--- src/rtl/hsv_core_pkg.sv ---
// Shared types for the hsv_core memory unit: request/descriptor structs,
// size/direction encodings and the outstanding-transaction counter type.
package hsv_core_pkg;

    localparam int MEM_COUNTER_W = 3;

    typedef logic [MEM_COUNTER_W-1:0] mem_counter;

    typedef enum logic [1:0] {
        SIZE_BYTE = 2'd0,
        SIZE_HALF = 2'd1,
        SIZE_WORD = 2'd2
    } mem_size_t;

    typedef enum logic {
        DIR_READ  = 1'b0,
        DIR_WRITE = 1'b1
    } mem_dir_t;

    typedef struct packed {
        logic [7:0]  common;
        mem_dir_t    direction;
        mem_size_t   size;
        logic        sign_extend;
        logic [31:0] address;
        logic [31:0] write_data;
    } mem_data_t;

    typedef struct packed {
        mem_data_t   mem_data;
        logic        is_memory;
        logic        unaligned_address;
        logic [1:0]  read_shift;
    } read_write_t;

    function automatic logic is_unaligned(mem_size_t size, logic [1:0] offset);
        return ((size == SIZE_HALF) && offset[0]) ||
               ((size == SIZE_WORD) && (offset != 2'b00));
    endfunction

endpackage

--- src/rtl/hsv_core_mem_request_counter.sv ---
// Outstanding AXI transaction counter; increments and decrements in the
// same cycle cancel, and the value never wraps in either direction.
module hsv_core_mem_counter
    import hsv_core_pkg::*;
(
    input  logic                     clk_core,
    input  logic                     rst_core_n,
    input  logic                     flush,
    input  logic                     up,
    input  logic                     down,
    output logic [MEM_COUNTER_W-1:0] count,
    output logic                     is_zero,
    output logic                     is_full
);

    assign is_zero = (count == '0);
    assign is_full = &count;

    always_ff @(posedge clk_core or negedge rst_core_n) begin
        if (!rst_core_n) begin
            count <= '0;
        end else if (flush) begin
            count <= '0;
        end else if (up && !down && !is_full) begin
            count <= count + 1'b1;
        end else if (down && !up && !is_zero) begin
            count <= count - 1'b1;
        end
    end

endmodule

--- src/rtl/hsv_core_mem_request.sv ---
// Memory unit issue stage: captures one load/store, drives AXI AR/AW/W under
// read/write ordering rules, hands a descriptor to the response stage.
module hsv_core_mem_request
    import hsv_core_pkg::*;
#(
    parameter logic [31:0] IO_BASE = 32'hF000_0000,
    parameter logic [31:0] IO_MASK = 32'hF000_0000
) (
    input  logic        clk_core,
    input  logic        rst_core_n,
    input  logic        flush,
    output logic        request_stall,
    input  mem_data_t   mem_data,
    input  logic        valid_i,
    input  logic        response_stall,
    output read_write_t response,
    output logic        valid_o,
    input  logic        pending_reads_down,
    input  logic        pending_writes_down,
    output logic        dmem_ar_valid,
    input  logic        dmem_ar_ready,
    output logic [31:0] dmem_ar_addr,
    output logic        dmem_aw_valid,
    input  logic        dmem_aw_ready,
    output logic [31:0] dmem_aw_addr,
    output logic        dmem_w_valid,
    input  logic        dmem_w_ready,
    output logic [31:0] dmem_w_data,
    output logic [3:0]  dmem_w_strb,
    output logic        drain_r_ready,
    output logic        drain_b_ready
);

    // state   | meaning
    // IDLE    | no request held, accepting
    // ISSUE   | AXI address/data handshakes in progress
    // HANDOFF | descriptor presented, waiting for the response stage
    // DRAIN   | post-flush, sinking orphaned R/B beats until counters are zero
    typedef enum logic [1:0] {IDLE, ISSUE, HANDOFF, DRAIN} state_t;

    state_t      state;
    read_write_t slot;
    read_write_t next_slot;
    logic [31:0] w_data, next_w_data;
    logic [3:0]  w_strb, next_w_strb;
    logic        aw_done, w_done, issued, flush_pending;

    logic [MEM_COUNTER_W-1:0] pending_reads, pending_writes;
    logic reads_zero, reads_full, writes_zero, writes_full;

    logic is_read, gate_open, go, any_raised;
    logic ar_fire, aw_fire, w_fire, issue_done;

    always_comb begin
        next_slot.mem_data          = mem_data;
        next_slot.is_memory         = ((mem_data.address & IO_MASK) != IO_BASE);
        next_slot.unaligned_address = is_unaligned(mem_data.size, mem_data.address[1:0]);
        next_slot.read_shift        = mem_data.address[1:0];
        next_w_data = mem_data.write_data << {mem_data.address[1:0], 3'b000};
        case (mem_data.size)
            SIZE_BYTE: next_w_strb = 4'b0001 << mem_data.address[1:0];
            SIZE_HALF: next_w_strb = 4'b0011 << mem_data.address[1:0];
            default:   next_w_strb = 4'hF;
        endcase
    end

    assign is_read = (slot.mem_data.direction == DIR_READ);

    always_comb begin
        if (!slot.is_memory) begin
            gate_open = reads_zero && writes_zero;
        end else if (is_read) begin
            gate_open = writes_zero && !reads_full;
        end else begin
            gate_open = !writes_full;
        end
    end

    // An I/O write bumps pending_writes on AW, which would re-close its own
    // gate while W is still owed; 'issued' keeps the raised valids up.
    assign go         = (state == ISSUE) && (gate_open || issued);
    assign any_raised = go;

    assign dmem_ar_valid = go && is_read;
    assign dmem_aw_valid = go && !is_read && !aw_done;
    assign dmem_w_valid  = go && !is_read && !w_done;

    assign ar_fire = dmem_ar_valid && dmem_ar_ready;
    assign aw_fire = dmem_aw_valid && dmem_aw_ready;
    assign w_fire  = dmem_w_valid && dmem_w_ready;

    assign issue_done = is_read ? ar_fire
                                : ((aw_done || aw_fire) && (w_done || w_fire));

    assign dmem_ar_addr = {slot.mem_data.address[31:2], 2'b00};
    assign dmem_aw_addr = {slot.mem_data.address[31:2], 2'b00};
    assign dmem_w_data  = w_data;
    assign dmem_w_strb  = w_strb;
    assign response     = slot;

    assign request_stall = !((state == IDLE) || ((state == HANDOFF) && !response_stall));

    always_ff @(posedge clk_core or negedge rst_core_n) begin
        if (!rst_core_n) begin
            state         <= IDLE;
            slot          <= '0;
            w_data        <= '0;
            w_strb        <= '0;
            aw_done       <= 1'b0;
            w_done        <= 1'b0;
            issued        <= 1'b0;
            flush_pending <= 1'b0;
            valid_o       <= 1'b0;
            drain_r_ready <= 1'b0;
            drain_b_ready <= 1'b0;
        end else begin
            case (state)
                IDLE, HANDOFF: begin
                    if (flush) begin
                        state         <= DRAIN;
                        valid_o       <= 1'b0;
                        drain_r_ready <= 1'b1;
                        drain_b_ready <= 1'b1;
                    end else if (state == IDLE || !response_stall) begin
                        if (valid_i) begin
                            slot          <= next_slot;
                            w_data        <= next_w_data;
                            w_strb        <= next_w_strb;
                            aw_done       <= 1'b0;
                            w_done        <= 1'b0;
                            issued        <= 1'b0;
                            flush_pending <= 1'b0;
                            state         <= next_slot.unaligned_address ? HANDOFF : ISSUE;
                            valid_o       <= next_slot.unaligned_address;
                        end else begin
                            state   <= IDLE;
                            valid_o <= 1'b0;
                        end
                    end
                end
                ISSUE: begin
                    if (aw_fire) aw_done <= 1'b1;
                    if (w_fire) w_done <= 1'b1;
                    if (any_raised) issued <= 1'b1;
                    if ((flush && !any_raised) ||
                        (issue_done && (flush || flush_pending))) begin
                        state         <= DRAIN;
                        drain_r_ready <= 1'b1;
                        drain_b_ready <= 1'b1;
                    end else if (issue_done) begin
                        state   <= HANDOFF;
                        valid_o <= 1'b1;
                    end else if (flush) begin
                        flush_pending <= 1'b1;
                    end
                end
                DRAIN: begin
                    if (reads_zero && writes_zero) begin
                        state         <= IDLE;
                        drain_r_ready <= 1'b0;
                        drain_b_ready <= 1'b0;
                    end
                end
                default: state <= IDLE;
            endcase
        end
    end

    hsv_core_mem_counter u_pending_reads (
        .clk_core   (clk_core),
        .rst_core_n (rst_core_n),
        .flush      (1'b0),
        .up         (ar_fire),
        .down       (pending_reads_down),
        .count      (pending_reads),
        .is_zero    (reads_zero),
        .is_full    (reads_full)
    );

    hsv_core_mem_counter u_pending_writes (
        .clk_core   (clk_core),
        .rst_core_n (rst_core_n),
        .flush      (1'b0),
        .up         (aw_fire),
        .down       (pending_writes_down),
        .count      (pending_writes),
        .is_zero    (writes_zero),
        .is_full    (writes_full)
    );

endmodule
--- config.mk ---
export PLATFORM = sky130hd
export DESIGN_NAME = hsv_core_mem_request
export DESIGN_NICKNAME = d
export VERILOG_FILES = /design/src/rtl/hsv_core_pkg.sv /design/src/rtl/hsv_core_mem_request_counter.sv /design/src/rtl/hsv_core_mem_request.sv
export SDC_FILE = /design/constraint.sdc
export NUM_CORES = 1
export LEC_CHECK = 0
export CAP_MARGIN = 20
export CORE_MARGIN = 4
export CORE_UTILIZATION = 43
export CTS_CLUSTER_DIAMETER = 80
export CTS_CLUSTER_SIZE = 12
export DETAILED_ROUTE_END_ITERATION = 7
export HOLD_SLACK_MARGIN = 0.05
export PLACE_DENSITY = 0.81
export SETUP_SLACK_MARGIN = 0.1
export SLEW_MARGIN = 5
export SYNTH_ARGS = -nofsm -noshare
export SYNTH_HDL_FRONTEND = slang
export SYNTH_SLANG_ARGS = --single-unit
--- constraint.sdc ---
create_clock -name clk_core -period 2.8 [get_ports clk_core]
set_input_delay 0.56 -clock clk_core [delete_from_list [all_inputs] [get_ports clk_core]]
set_output_delay 0.56 -clock clk_core [all_outputs]
set_load 0.005 [all_outputs]
==> flow_summary.html <==
<table>
<tr><th>Metric</th><th>Value</th></tr>
<tr><th colspan="2">Placement</th></tr>
<tr><td>Placer's final routability congestion estimate</td><td>0.863</td></tr>
<tr><td>Detailed-placement wirelength estimate</td><td>13.8 mm</td></tr>
<tr><td>Number of buffers added on ports</td><td>roughly 270</td></tr>
<tr><td>Post-Place Cell Area</td><td>8780 um^2</td></tr>
<tr><td>Setup slack after placement</td><td>79.9 ps</td></tr>
<tr><th colspan="2">Clock network</th></tr>
<tr><td>Worst skew pair latency</td><td>410 ps</td></tr>
<tr><td>Buffers from clock root to sink, at most</td><td>2</td></tr>
<tr><td>CTS sink cnt</td><td>128</td></tr>
<tr><td>Clock tree from TritonCTS</td><td>built</td></tr>
<tr><td>Number of H-tree branching levels</td><td>4</td></tr>
<tr><td>Clk pin slew, worst setup/hold paths</td><td>50 ps</td></tr>
<tr><td>Clock Tree Root</td><td>clkbuf_16</td></tr>
<tr><td>Num CTS Buffers</td><td>17</td></tr>
<tr><th colspan="2">Worst setup path</th></tr>
<tr><td>Type of origin of the critical path</td><td>register</td></tr>
<tr><td>CP max FO</td><td>7</td></tr>
<tr><td>Critical Path End Type</td><td>output port</td></tr>
<tr><td>Reg2Reg Launch Point</td><td>u_pending_reads.count[2]</td></tr>
<tr><td>Capture point of the worst reg-to-reg path</td><td>u_pending_writes.count[2]</td></tr>
<tr><td>Arrival time at the worst endpoint</td><td>1930 ps</td></tr>
<tr><td>Data required time at the worst endpoint</td><td>between 2000 and 2500 ps</td></tr>
<tr><td>Crit Path Class</td><td>register to output port</td></tr>
<tr><td>Number of cell instances on the worst register-to-register path</td><td>9</td></tr>
<tr><td>Worst reg2reg setup slack</td><td>320 ps</td></tr>
<tr><th colspan="2">Synth</th></tr>
<tr><td>FF+latch count, synth</td><td>roughly 130</td></tr>
<tr><td>Proportion of netlist area held by the largest area contributor</td><td>0.503</td></tr>
<tr><td>Count of warnings emitted by yosys</td><td>0</td></tr>
<tr><td>Leading area contributor after synthesis</td><td>dfrtp_1</td></tr>
<tr><td>Post-synthesis cell type count</td><td>54</td></tr>
<tr><td>Ranking of synthesized cells by area</td><td>dfrtp_1, nand2_1, buf_4</td></tr>
<tr><td>Sequential element share of the synthesized area</td><td>0.503</td></tr>
<tr><td>Most frequently used flop master after synthesis</td><td>dfrtp_1</td></tr>
<tr><td>Ys async rst share</td><td>1.00</td></tr>
<tr><td>Netlist Area Pre-Place</td><td>between 6000 and 7000 um^2</td></tr>
<tr><td>Number of flops mapped to enable cells by yosys</td><td>0</td></tr>
<tr><td>Syn avg cell area</td><td>8.74 um^2</td></tr>
<tr><td>Number of cells produced by synthesis</td><td>~730</td></tr>
<tr><th colspan="2">Detailed routing</th></tr>
<tr><td>Number of DRC markers after the initial detailed-route iteration</td><td>295</td></tr>
<tr><td>Pre-antenna DRT Iters</td><td>5</td></tr>
<tr><td>Drt total wl</td><td>between 15 and 20 mm</td></tr>
<tr><td>Detailed-route DRC error count</td><td>0</td></tr>
<tr><td>Vias</td><td>~5,700</td></tr>
<tr><td>Post-DR vias/cell</td><td>about 5</td></tr>
<tr><td>WL per Instance</td><td>roughly 17 um</td></tr>
<tr><td>DRT antenna net count</td><td>0</td></tr>
<tr><th colspan="2">Timing</th></tr>
<tr><td>Final number of max-transition violations</td><td>0</td></tr>
<tr><td>Layout Skew</td><td>7.51 ps</td></tr>
<tr><td>Crit path setup slack, layout</td><td>313 ps</td></tr>
<tr><td>Worst max-slew margin expressed relative to the limit</td><td>0.481</td></tr>
<tr><td>Final hold violation count</td><td>0</td></tr>
<tr><td>RSZ-0062 raised after global routing</td><td>no</td></tr>
<tr><td>Accumulated negative setup slack</td><td>0 ps</td></tr>
<tr><td>Final critical-path share of the clock period</td><td>0.888</td></tr>
<tr><td>Slew at the pin closest to its max-slew limit</td><td>roughly 780 ps</td></tr>
<tr><td>Time the worst path needs with I/O delays and setup</td><td>about 2500 ps</td></tr>
<tr><td>Achievable Freq</td><td>402 MHz</td></tr>
<tr><td>Final setup viols</td><td>0</td></tr>
<tr><th colspan="2">Die</th></tr>
<tr><td>Initial Util</td><td>0.439</td></tr>
<tr><td>Number of top-level pins</td><td>around 270</td></tr>
<tr><td>Floorplan row count</td><td>44</td></tr>
<tr><td>Die boundary height</td><td>between 100 and 150 um</td></tr>
<tr><td>Die width</td><td>around 130 um</td></tr>
<tr><td>Area inside the core boundary</td><td>14,500 um^2</td></tr>
<tr><td>DIE AREA</td><td>roughly 17,000 um^2</td></tr>
<tr><th colspan="2">Run</th></tr>
<tr><td>Reported max-cap violation count</td><td>0</td></tr>
<tr><th colspan="2">Hold path</th></tr>
<tr><td>WHS Path Cells</td><td>2</td></tr>
<tr><td>Endpoint of the worst hold path</td><td>dmem_w_data[6]</td></tr>
<tr><td>Hold Path Class</td><td>register to register</td></tr>
<tr><td>Hold Startpoint</td><td>dmem_w_data[6]</td></tr>
<tr><th colspan="2">Final layout</th></tr>
<tr><td>Fraction of final layout cells with drive strength greater than 1</td><td>0.0854</td></tr>
<tr><td>Final cell area excluding filler cells</td><td>about 9500 um^2</td></tr>
<tr><td>Final net count</td><td>~1,000</td></tr>
<tr><td>Diodes inserted</td><td>0</td></tr>
<tr><td>Layout Area Growth over Synthesis</td><td>48.4%</td></tr>
<tr><td>Fillers</td><td>1,164</td></tr>
<tr><th colspan="2">Power</th></tr>
<tr><td>Peak VDD IR</td><td>around 0.00048 V</td></tr>
<tr><td>Pwr dens</td><td>989 nW/um^2</td></tr>
<tr><td>Power after layout</td><td>just over 9 mW</td></tr>
<tr><td>Leakage power total</td><td>roughly 4.4 nW</td></tr>
<tr><th colspan="2">GRT</th></tr>
<tr><td>Wire length of the first global-routing pass</td><td>around 29 mm</td></tr>
<tr><td>Number of global-route vias before repair</td><td>approximately 5,400</td></tr>
<tr><td>Total congestion overflow</td><td>0</td></tr>
<tr><td>Largest net degree at the start of global routing</td><td>between 70 and 80</td></tr>
<tr><td>Gr usage total</td><td>0.220</td></tr>
<tr><td>Number of antenna violations at the first check in global routing</td><td>0</td></tr>
<tr><th colspan="2">Outcome</th></tr>
<tr><td>Outcome</td><td>finished, final reports clean</td></tr>
</table>
[synthesized netlist by cell type, drive strengths merged (2+ instances only)]
master     n
mux2       8
nor3b      2
nand2b     4
a31oi      6
o21ai     18
nor2b     11
and3       5
buf       82
a211oi    14
or3        3
dfrtp    128
o211ai     4
nor2      22
nand3     15
o21a       2
clkbuf    28
inv        7
a21oi     29
o2111ai    2
o31ai      8
nand2    283
nor3       3
mux2i     17
fa         2
nand4      3
a21o       2
and2       3
[placed cells by master (no fill, tap or decap), drive strengths merged, types with 4 or more instances in the layout]
master | synthesis | layout
conb | 1 | 4
nand2 | 283 | 283
nand3 | 15 | 15
o211ai | 4 | 4
buf | 82 | 29
dfrtp | 128 | 128
nand2b | 4 | 4
clkdlybuf4s50 | 0 | 263
inv | 7 | 7
and3 | 5 | 5
o31ai | 8 | 8
nor2b | 11 | 11
mux2 | 8 | 8
a21oi | 29 | 29
clkbuf | 28 | 23
mux2i | 17 | 17
a211oi | 14 | 14
a31oi | 6 | 6
nor2 | 22 | 22
o21ai | 18 | 18
clkinv | 0 | 5
[area by class of cell]
cell class	instances	area [um^2]	area share
Clock buffer	23	478	0.0505
Clock inverter	7	85.1	0.00899
Inverter	7	26.3	0.00278
Multi-Input combinational cell	487	2490	0.263
Sequential cell	128	3210	0.339
Tap cell	184	230	0.0243
Timing Repair Buffer	296	2940	0.311
[worst max-delay path: stages (launching register included)]
cell and delay, ps:
dfrtp_2 460, nor3_4 230, o211ai_4 110, a21oi_2 200, nand2_1 110, nor2_1 140
dlygate4sd2_1 250
[sequential cells by signal, summed over array words and instances, names as in the netlist, 2 cells and up]
signal                  flops
dmem_ar_addr               30
dmem_w_data                32
dmem_w_strb                 4
response                   48
state                       2
u_pending_reads.count       3
u_pending_writes.count      3
[worst max-delay path by stage]
| stage | startpoint | to | depth (start not counted) |
|---|---|---|---|
| after floorplan | u_pending_writes.count[0] | u_pending_reads.count[1] | 11 |
| after global placement | dmem_ar_ready | u_pending_reads.count[1] | 11 |
| after detailed placement | dmem_ar_ready | u_pending_reads.count[1] | 11 |
| after CTS | u_pending_writes.count[0] | dmem_ar_valid | 6 |
| after global routing | u_pending_writes.count[1] | dmem_aw_valid | 6 |
| final | u_pending_reads.count[2] | dmem_aw_valid | 6 |
[where the power goes]
group          internal (mW)  switching [mW]  total [mW]
logic                   2.51            1.45        3.95
registers               2.62           0.658        3.28
clock network           1.36           0.758        2.12
[stage by stage]
step | instances | hold slack (ps) | utilization
global placement | 1090 | 449 | 0.604
finish | 1132 | 469 | 0.651
detailed placement | 1090 | 459 | 0.604
global route | 1132 | 493 | 0.651
CTS | 1130 | 471 | 0.649
floorplan | 732 | 264 | -
[logic make-up after synthesis]
| family | after synthesis | share of synthesized area |
|---|---|---|
| other cells | 1 | 0.000588 |
| fa+ha+maj | 2 | 0.00628 |
| xor+xnor | 1 | 0.00137 |
| compound gates | 97 | 0.101 |
| mux | 25 | 0.0408 |
| buf+inv | 117 | 0.114 |
| simple gates | 358 | 0.233 |
| flops | 128 | 0.503 |
[routing by layer]
layer | GRT usage | vias up | part of all wire
li1 | - | 2732 | -
met1 | 0.261 | 2683 | 0.39
met2 | 0.371 | 213 | 0.49
met3 | 0.0815 | 26 | 0.092
met4 | 0.0746 | 0 | 0.020
met5 | 0 | - | 0
[timing repair]
item / CTS / global route
pin swaps: 5 / 1
hold buffers: 1 / 0
resized for setup: 10 / 2
hold endpoints to repair: 35 / 0
setup buffers: 9 / 2
endpoints found under the setup margin: 3 / 1
No activity file was read; power rests on OpenSTA's default activity.
